[config.mk]
export PLATFORM = sky130hd
export DESIGN_NAME = wb_timer_flat
export DESIGN_NICKNAME = d
export VERILOG_FILES = /design/src/rtl/wb_timer_if.sv /design/src/rtl/wb_timer.sv /design/src/flat_wrapper.sv
export SDC_FILE = /design/constraint.sdc
export NUM_CORES = 1
export LEC_CHECK = 0
export ABC_AREA = 1
export CORE_MARGIN = 2
export CORE_UTILIZATION = 55
export CTS_CLUSTER_SIZE = 8
export DETAILED_ROUTE_END_ITERATION = 6
export PLACE_DENSITY = 0.83
export SLEW_MARGIN = 20
export SYNTH_ARGS = -nofsm -noshare
export SYNTH_HDL_FRONTEND = slang
export SYNTH_SLANG_ARGS = --single-unit
[constraint.sdc]
create_clock -name clk_i -period 5.9 [get_ports clk_i]
set_clock_uncertainty 0.15 [all_clocks]
set_input_delay 1.77 -clock clk_i [delete_from_list [all_inputs] [get_ports clk_i]]
set_output_delay 1.77 -clock clk_i [all_outputs]
set_load 0.005 [all_outputs]
[src/rtl/wb_timer_if.sv]
// Wishbone pipelined-mode bus bundle shared by the CPU, the MMU and the peripherals.
`timescale 1ns/1ps

interface if_wb;
    logic [31:0] adr;
    logic        cyc;
    logic        stb;
    logic        we;
    logic [3:0]  sel;
    logic [31:0] dat_m;
    logic [31:0] dat_s;
    logic        ack;
    logic        stall;

    modport master (
        output adr, cyc, stb, we, sel, dat_m,
        input  dat_s, ack, stall
    );

    modport slave (
        input  adr, cyc, stb, we, sel, dat_m,
        output dat_s, ack, stall
    );
endinterface

[src/rtl/wb_timer.sv]
// Interval timer on a Wishbone pipelined slave port: a 32-bit down-counter with
// a reload register, a sticky expiry flag and a registered level interrupt.
`timescale 1ns/1ps

module wb_timer #(
    parameter int unsigned DIV           = 1,
    parameter logic [31:0] RESET_COMPARE = 32'hffff_ffff
) (
    input  logic clk_i,
    input  logic rst_i,
    if_wb.slave  bus,
    output logic irq
);

    typedef enum logic [1:0] {
        REG_CTRL    = 2'd0,
        REG_STATUS  = 2'd1,
        REG_COMPARE = 2'd2,
        REG_COUNT   = 2'd3
    } reg_e;

    localparam logic [15:0] DIV_LAST = 16'(DIV - 1);

    // Overwrite only the byte lanes selected by the master.
    function automatic logic [31:0] merge_bytes(input logic [31:0] old_val,
                                                input logic [31:0] new_val,
                                                input logic [3:0]  lanes);
        logic [31:0] res;
        res = old_val;
        for (int i = 0; i < 4; i++) begin
            if (lanes[i]) res[8*i +: 8] = new_val[8*i +: 8];
        end
        return res;
    endfunction

    logic        en_q, en_d;
    logic        auto_q, auto_d;
    logic        ie_q, ie_d;
    logic        exp_q, exp_d;
    logic [31:0] compare_q, compare_d;
    logic [31:0] count_q, count_d;
    logic [15:0] pre_q, pre_d;
    logic        ack_q, ack_d;
    logic [31:0] dat_q, dat_d;
    logic        irq_q, irq_d;

    logic        accept;
    logic        tick;
    reg_e        reg_sel;
    logic [31:0] rd_data;
    logic        unused_adr;

    // The MMU has already decoded the upper address bits; byte offset is implied by sel.
    assign unused_adr = ^{bus.adr[31:4], bus.adr[1:0]};

    assign accept  = bus.cyc & bus.stb;
    assign reg_sel = reg_e'(bus.adr[3:2]);
    assign tick    = en_q && (pre_q == DIV_LAST);

    // Read mux: register contents as they stand before this edge's updates.
    always_comb begin
        // NOTE: every output of a combinational block gets a default first so no latch is inferred.
        rd_data = '0;
        unique case (reg_sel)
            REG_CTRL:    rd_data = {29'd0, ie_q, auto_q, en_q};
            REG_STATUS:  rd_data = {31'd0, exp_q};
            REG_COMPARE: rd_data = compare_q;
            REG_COUNT:   rd_data = count_q;
            default:     rd_data = '0;
        endcase
    end

    // Next-state: prescaler, counter/expiry, then bus writes layered on top so the bus wins.
    always_comb begin
        en_d      = en_q;
        auto_d    = auto_q;
        ie_d      = ie_q;
        exp_d     = exp_q;
        compare_d = compare_q;
        count_d   = count_q;
        pre_d     = '0;
        ack_d     = accept;
        dat_d     = '0;
        irq_d     = exp_q & ie_q;

        if (en_q) begin
            pre_d = tick ? 16'd0 : pre_q + 16'd1;
        end

        if (tick) begin
            if (count_q != 32'd0) begin
                count_d = count_q - 32'd1;
            end else begin
                exp_d = 1'b1;
                if (auto_q) count_d = compare_q;
                else        en_d    = 1'b0;
            end
        end

        if (accept && !bus.we) begin
            dat_d = rd_data;
        end

        if (accept && bus.we) begin
            unique case (reg_sel)
                REG_CTRL: begin
                    if (bus.sel[0]) begin
                        en_d   = bus.dat_m[0];
                        auto_d = bus.dat_m[1];
                        ie_d   = bus.dat_m[2];
                    end
                end
                REG_STATUS: begin
                    // A new expiry on the same edge keeps the flag set.
                    if (bus.sel[0] && bus.dat_m[0] && !(tick && count_q == 32'd0)) begin
                        exp_d = 1'b0;
                    end
                end
                REG_COMPARE: compare_d = merge_bytes(compare_q, bus.dat_m, bus.sel);
                REG_COUNT:   count_d   = merge_bytes(count_q, bus.dat_m, bus.sel);
                default: ;
            endcase
        end
    end

    // State register with asynchronous reset; a pending ack is dropped by reset.
    always_ff @(posedge clk_i or posedge rst_i) begin
        // NOTE: sequential state uses non-blocking assignments so every register samples pre-edge values.
        if (rst_i) begin
            en_q      <= 1'b0;
            auto_q    <= 1'b0;
            ie_q      <= 1'b0;
            exp_q     <= 1'b0;
            compare_q <= RESET_COMPARE;
            count_q   <= '0;
            pre_q     <= '0;
            ack_q     <= 1'b0;
            dat_q     <= '0;
            irq_q     <= 1'b0;
        end else begin
            en_q      <= en_d;
            auto_q    <= auto_d;
            ie_q      <= ie_d;
            exp_q     <= exp_d;
            compare_q <= compare_d;
            count_q   <= count_d;
            pre_q     <= pre_d;
            ack_q     <= ack_d;
            dat_q     <= dat_d;
            irq_q     <= irq_d;
        end
    end

    // The master aborts an outstanding request by dropping cyc in the ack cycle.
    assign bus.ack   = ack_q & bus.cyc;
    assign bus.dat_s = dat_q;
    assign bus.stall = 1'b0;
    assign irq       = irq_q;

endmodule

[src/flat_wrapper.sv]
// flat-port wrapper written by rule: the top's interface ports become plain ports
module wb_timer_flat 
#(
    parameter int unsigned DIV           = 1,
    parameter logic [31:0] RESET_COMPARE = 32'hffff_ffff
)
  (clk_i, rst_i, irq, bus_adr, bus_cyc, bus_stb, bus_we, bus_sel, bus_dat_m, bus_dat_s, bus_ack, bus_stall);
  if_wb bus_i ();
  input  logic clk_i;
  input  logic rst_i;
  output logic irq;
  input wire logic [$bits(bus_i.adr)-1:0] bus_adr;
  input wire logic [$bits(bus_i.cyc)-1:0] bus_cyc;
  input wire logic [$bits(bus_i.stb)-1:0] bus_stb;
  input wire logic [$bits(bus_i.we)-1:0] bus_we;
  input wire logic [$bits(bus_i.sel)-1:0] bus_sel;
  input wire logic [$bits(bus_i.dat_m)-1:0] bus_dat_m;
  output wire logic [$bits(bus_i.dat_s)-1:0] bus_dat_s;
  output wire logic [$bits(bus_i.ack)-1:0] bus_ack;
  output wire logic [$bits(bus_i.stall)-1:0] bus_stall;
  assign bus_i.adr = bus_adr;
  assign bus_i.cyc = bus_cyc;
  assign bus_i.stb = bus_stb;
  assign bus_i.we = bus_we;
  assign bus_i.sel = bus_sel;
  assign bus_i.dat_m = bus_dat_m;
  assign bus_dat_s = bus_i.dat_s;
  assign bus_ack = bus_i.ack;
  assign bus_stall = bus_i.stall;
  wb_timer #(.DIV(DIV), .RESET_COMPARE(RESET_COMPARE)) u_core (.clk_i(clk_i), .rst_i(rst_i), .bus(bus_i), .irq(irq));
endmodule
==> results of run 1 <==
[tightest hold or removal path, cell delays in order, from the launching register on]
cell and delay [ns]:
dfrtp_1 0.34, nand2_1 0.05, inv_1 0.05
[cells by family (layout without fill, tap and decap cells)]
family | after synthesis | after routing | share of synthesized area, %
AO/OA/AOI/OAI | 160 | 160 | 11.5
XOR/XNOR | 10 | 10 | 1.21
adder cells (fa/ha/maj) | 4 | 4 | 0.690
buffers and inverters | 162 | 242 | 8.96
flip-flops | 118 | 118 | 41.3
multiplexers | 5 | 5 | 0.777
other | 1 | 1 | 0.0517
AND/OR/NAND/NOR | 610 | 610 | 35.6
[metal layers]
metal,wire [µm],part of all wire (%),track usage [%]
met5,0,0,0
met4,591,3.0,13.2
met2,9430,47,48.9
met1,8300,41,39.1
met3,1710,8.5,7.29
[where the power goes]
group          internal, µW  switching, µW  total [µW]
Clock                   690            400        1090
Sequential             1020            229        1240
Combinational           389            774        1160
Total                  2100           1400        3500
[per-stage QoR]
step	hold slack (ns)	worst slack, ns	power, µW
finish	0.322	1.15	3500
global route	0.361	1.12	3740
CTS	0.324	1.14	3480
detailed placement	0.306	1.14	2380
global placement	0.304	1.16	2350
floorplan	0.283	0.904	2040
[worst min path at each step]
stage	from	end	slack [ns]	depth (start not counted)
2_1_floorplan	u_core.ie_q$_DFFE_PP0P_	u_core.irq$_DFF_PP0_	0.28	2
3_3_place_gp	u_core.ie_q$_DFFE_PP0P_	u_core.irq$_DFF_PP0_	0.30	2
3_5_place_dp	u_core.ie_q$_DFFE_PP0P_	u_core.irq$_DFF_PP0_	0.31	2
4_1_cts	u_core.ie_q$_DFFE_PP0P_	u_core.irq$_DFF_PP0_	0.32	2
5_1_grt	u_core.pre_q[0]$_DFF_PP0_	u_core.pre_q[0]$_DFF_PP0_	0.36	1
6_report	u_core.ie_q$_DFFE_PP0P_	u_core.irq$_DFF_PP0_	0.32	2
[layout by cell type, fill, tap and decap left out, types with 3 or more instances in the layout]
| cell type | synthesis | final |
|---|---|---|
| nand2_1 | 347 | 347 |
| nor2_1 | 122 | 121 |
| inv_1 | 118 | 116 |
| nand3_1 | 86 | 86 |
| dfrtp_1 | 86 | 85 |
| o21ai_0 | 78 | 78 |
| clkdlybuf4s50_1 | 0 | 76 |
| a21oi_1 | 60 | 60 |
| dfstp_2 | 32 | 32 |
| clkbuf_16 | 0 | 17 |
| nor3_1 | 14 | 14 |
| nand4_1 | 14 | 14 |
| buf_4 | 3 | 11 |
| xor2_1 | 10 | 10 |
| nor2_2 | 9 | 10 |
| o21ai_1 | 6 | 6 |
| o22ai_1 | 6 | 6 |
| mux2_2 | 5 | 5 |
| clkinv_4 | 0 | 5 |
| inv_2 | 4 | 4 |
| nor3_2 | 4 | 4 |
| ha_1 | 4 | 4 |
| a31oi_1 | 3 | 3 |
| nand3b_1 | 3 | 3 |
| o21bai_1 | 3 | 3 |
| nor2_4 | 3 | 3 |
| nand2_2 | 3 | 3 |
| bufinv_16 | 0 | 3 |
[flip-flops by register name, indices dropped and copies added, names as in the netlist]
register	count
u_core.ack_q	1
u_core.auto_q	1
u_core.bus.dat_s	32
u_core.compare_q	32
u_core.count_q	32
u_core.en_q	1
u_core.exp_q	1
u_core.ie_q	1
u_core.irq	1
u_core.pre_q	16
[area by class of cell]
class | count | area (µm²)
Clock buffer | 19 | 453
Inverter | 123 | 464
Multi-Input combinational cell | 790 | 3610
Timing Repair Buffer | 87 | 843
Sequential cell | 118 | 2990
Clock inverter | 13 | 171
Fill cell | 1083 | 3970
Tap cell | 172 | 215
==> flow_summary.toml, run 1 <==
[timing]
fin_crit_sh_pct = 80.5
period_needed_ns = 4.75
slew_headroom_pct = 32.2
hold_violations = 0
clock.fmax_mhz = 211
setup_tns_ns = 0
rsz0062_at_grt = "no"
maxSlewViolCount = 0
worstMarginPinSlew_ns = 1.01
setup_violations = 0

[grt]
grt_overflow = 0
grtUsageTotal_pct = 30.4
grt_pass1_vias = 7178
antenna_found_initial = 0
grt_max_degree = 79
grt_pass1_wl_um = 34300

[clock_network]
cts_root_buffer = "clkbuf_16"
cts.sink_count = 118
cts_buffers = 17
path_clk_slew_ns = 0.06
cts_setup_buffers = 0
cts-hold-fix-buffers = 0
cts_buffer_depth = 2
htree_levels = 4
cts_tree = "done"
clk_latency_ns = 0.43
cts.repair.resized = 0

[floorplanning]
dieArea_mm2 = 0.0141
core_area_mm2 = 0.0127
row_count = 41
start_util_pct = 57.0
die_w_um = 119
die_h_um = 119
io_pins = 108

[critical_path]
rr_startpoint = "u_core.pre_q[11]$_DFF_PP0_"
startpoint_type = "input port"
path_cells = "clkdlybuf4s50_1 > nand2_1 > inv_1 > clkdlybuf4s50_1"
cp.depth = 4
slowest_delay_ns = 0.49
cp_max_fo = 2
crit_end = "bus_ack"
slowest_stage = "clkdlybuf4s50_1"
cpMostUsedCell = "clkdlybuf4s50_1"
cp.required_ns = 3.98
critPathBufInv = 3
rr_endpoint = "u_core.count_q[8]$_DFFE_PP0P_"
critPathCaptureType = "primary output"
path_delay_family = "buffers and inverters"
r2r_setup_slack_ns = 3.48
crit_arrival_ns = 2.83
r2r_cells = 9
worst-setup-path-type = "input port to primary output"
crit_start = "bus_cyc"

[final_layout]
final_area_mm2 = 0.00875
area_delta_synth_final_pct = 20.7
diodes = 0
layout.nets = 1214
finish.utilization_pct = 68.8
stdcell_count = 1322
drive_gt1_share_pct = 9.57

[placed_design]
dp_hpwl_um = 13700
place_area_mm2 = 0.00813
io_buffers = 76
gp_congestion = 0.943
place_inst = 1290

[logic_synthesis]
synth_flop_cell = "dfrtp_1"
yosysSeqAreaShare_pct = 41.3
synth-edff-count = 0
syn_area_mm2 = 0.00725
ys_seq_elements = 118
synth_top_area_cell = "dfrtp_1"
synthesis.nets = 1147
synth_cells = 1070
yosysMostFrequentCell = "nand2_1"
syn_avg_cell_area_um2 = 6.78
netlist.area_leader.share_pct = 29.7
yosysUniqueCellTypes = 37
synthTopCellsByArea = "dfrtp_1 (30%), nand2_1 (18%), dfstp_2 (12%)"
synth_commonest_cells = "nand2_1 (347), nor2_1 (122), inv_1 (118)"
ys_warn_count = 0
async_flop_share_pct = 100

[drt]
via_count = 7269
first_pass_iters = 5
totalWireLength_um = 20000
ant_nets = 0
post_drt_wl_per_cell_um = 15.2
avgViaCountPerCell = 5.50
drt-initial-drc-count = 633
drc_errors = 0

[worst_hold_path]
hp-class = "flip-flop to flip-flop"

[job]
drv_cap = 0

[pwr]
p_leak_uw = 0.00414
power_density_mw_per_mm2 = 400
vdd_drop_max_mv = 0.245

[outcome]
status = "finished clean"
(Power assumes the default switching activity.)
==> run 2: changes to the inputs <==
Clock period 5.9 ns to 4.5 ns, I/O delays scaled along.
==> run 2 against run 1 <==
Effect of this change:
- worst setup slack worse by 0.57 ns
- largest cell class unchanged
- core utilization down 0.14 points
- clock power up 23%
- first-iteration DRC count down 8.2%
- non-clock buffer count up 1
- wire length shrank 3.6%
- global-route usage down 1.5 points
- power increased by 28%
- combinational power rose by 31%
- sequential power grew 31%
- critical path depth is the same
- via count is 1.8% lower
==> flow_summary.toml, run 2 (same netlist as run 1, synthesis figures left out) <==
[drt]
highest_layer = "met4"
via_count = 7136
post_drt_wl_per_cell_um = 14.6
wl_met2_um = 8990
first_pass_iters = 5
totalWireLength_um = 19300
drt-initial-drc-count = 581
wl_met1_um = 8400
wl_met3_um = 1390
drc_errors = 0
avgViaCountPerCell = 5.39
ant_nets = 0

[grt]
antenna_found_initial = 0
grt_overflow = 0
grtUsageTotal_pct = 28.9
grt_pass1_vias = 6825
grt_max_degree = 119
grt_pass1_wl_um = 32800

[worst_hold_path]
min_path_cells = 1
hp-class = "flip-flop to flip-flop"

[timing]
setup_tns_ns = 0
worst_slack_ns = 0.584
maxSlewViolCount = 0
clock.fmax_mhz = 255
setup_violations = 0
hold_violations = 0
slew_headroom_pct = 29.3
fin_crit_sh_pct = 87.0
rsz0062_at_grt = "no"
period_needed_ns = 3.92
worstMarginPinSlew_ns = 1.05

[placed_design]
io_buffers = 76
place_ws_ns = 0.599
dp_hpwl_um = 13400
gp_congestion = 0.957

[final_layout]
final_common_cell = "nand2_1"
layout.nets = 1215
final_cell_mix = "nand2_1 (347), nor2_1 (121), inv_1 (116)"
area_delta_synth_final_pct = 20.5
diodes = 0
drive_gt1_share_pct = 9.04

[floorplanning]
die_w_um = 119
core_area_mm2 = 0.0127
io_pins = 108
start_util_pct = 57.0
die_h_um = 119
row_count = 41
dieArea_mm2 = 0.0141

[clock_network]
clk_latency_ns = 0.43
cts_tree = "done"
cts_setup_buffers = 0
cts_root_buffer = "clkbuf_16"
cts.repair.resized = 0
cts.sink_count = 118
cts-hold-fix-buffers = 0
htree_levels = 4
cts_buffer_depth = 2
path_clk_slew_ns = 0.05
cts_buffers = 17

[job]
drv_cap = 0

[pwr]
vdd_drop_max_mv = 0.302
power_density_mw_per_mm2 = 514
p_leak_uw = 0.00413

[critical_path]
cp.required_ns = 3.00
r2r_cells = 10
cp_max_fo = 2
startpoint_type = "input port"
worst-setup-path-type = "input port to primary output"
critPathCaptureType = "primary output"
r2r_setup_slack_ns = 2.10
crit_arrival_ns = 2.42

[outcome]
status = "finished clean"
[run 2: cell types whose count changed in the layout (fill, tap and decap cells not counted), moves of 2 or more]
cell	delta
clkbuf_8	+3
clkbuf_1	+7
inv_6	-2
clkinv_4	-5
[run 2: final cells by class]
type	count	area, µm²
Clock inverter	3	65.1
Tap cell	172	215
Fill cell	1089	3990
Timing Repair Buffer	88	863
Multi-Input combinational cell	790	3610
Clock buffer	29	520
Sequential cell	118	2990
Inverter	123	465
[run 2: worst max-delay path: stages]
cell	delay, ns
clkdlybuf4s50_1	0.47
nand2_1	0.05
inv_1	0.05
clkdlybuf4s50_1	0.49
[run 2: final timing paths]
kind | startpoint | end
setup / recovery | bus_cyc | bus_ack
hold / removal | u_core.pre_q[0]$_DFF_PP0_ | u_core.pre_q[0]$_DFF_PP0_
setup reg to reg | u_core.pre_q[0]$_DFF_PP0_ | u_core.count_q[2]$_DFFE_PP0P_
hold reg to reg | u_core.pre_q[0]$_DFF_PP0_ | u_core.pre_q[0]$_DFF_PP0_
max in group asynchronous | rst_i | u_core.bus.dat_s[25]$_DFF_PP0_
min in group asynchronous | rst_i | u_core.bus.dat_s[6]$_DFF_PP0_
[run 2: through the flow]
step           instances  util, %  power, µW  hold WS (ns)  instance area [µm²]
6_report            1323     68.6       4490         0.334                 8730
5_1_grt             1323     68.6       4820         0.359                 8730
4_1_cts             1323     68.6       4480         0.332                 8730
3_5_place_dp        1291     64.0       3120         0.327                 8150
3_3_place_gp        1291     64.0       3080         0.320                 8150
2_1_floorplan       1070        -       2680         0.283                 7250
[run 2: metal layers]
metal	track usage [%]	vias to the layer above
li1	-	3546
met1	38.5	3234
met2	45.9	308
met3	6.47	48
met4	11.2	0
met5	0	-
[run 2: power breakdown]
group          switching [µW]  total, µW  internal [µW]
registers                 298       1630           1330
clock network             451       1340            887
logic                    1010       1520            511
==> run 3: changes to the inputs <==
Settings changed: SKIP_CTS_REPAIR_TIMING from default to 1.
==> results of run 3 <==
Final layout, timing and power as in run 2 (identical DEF).
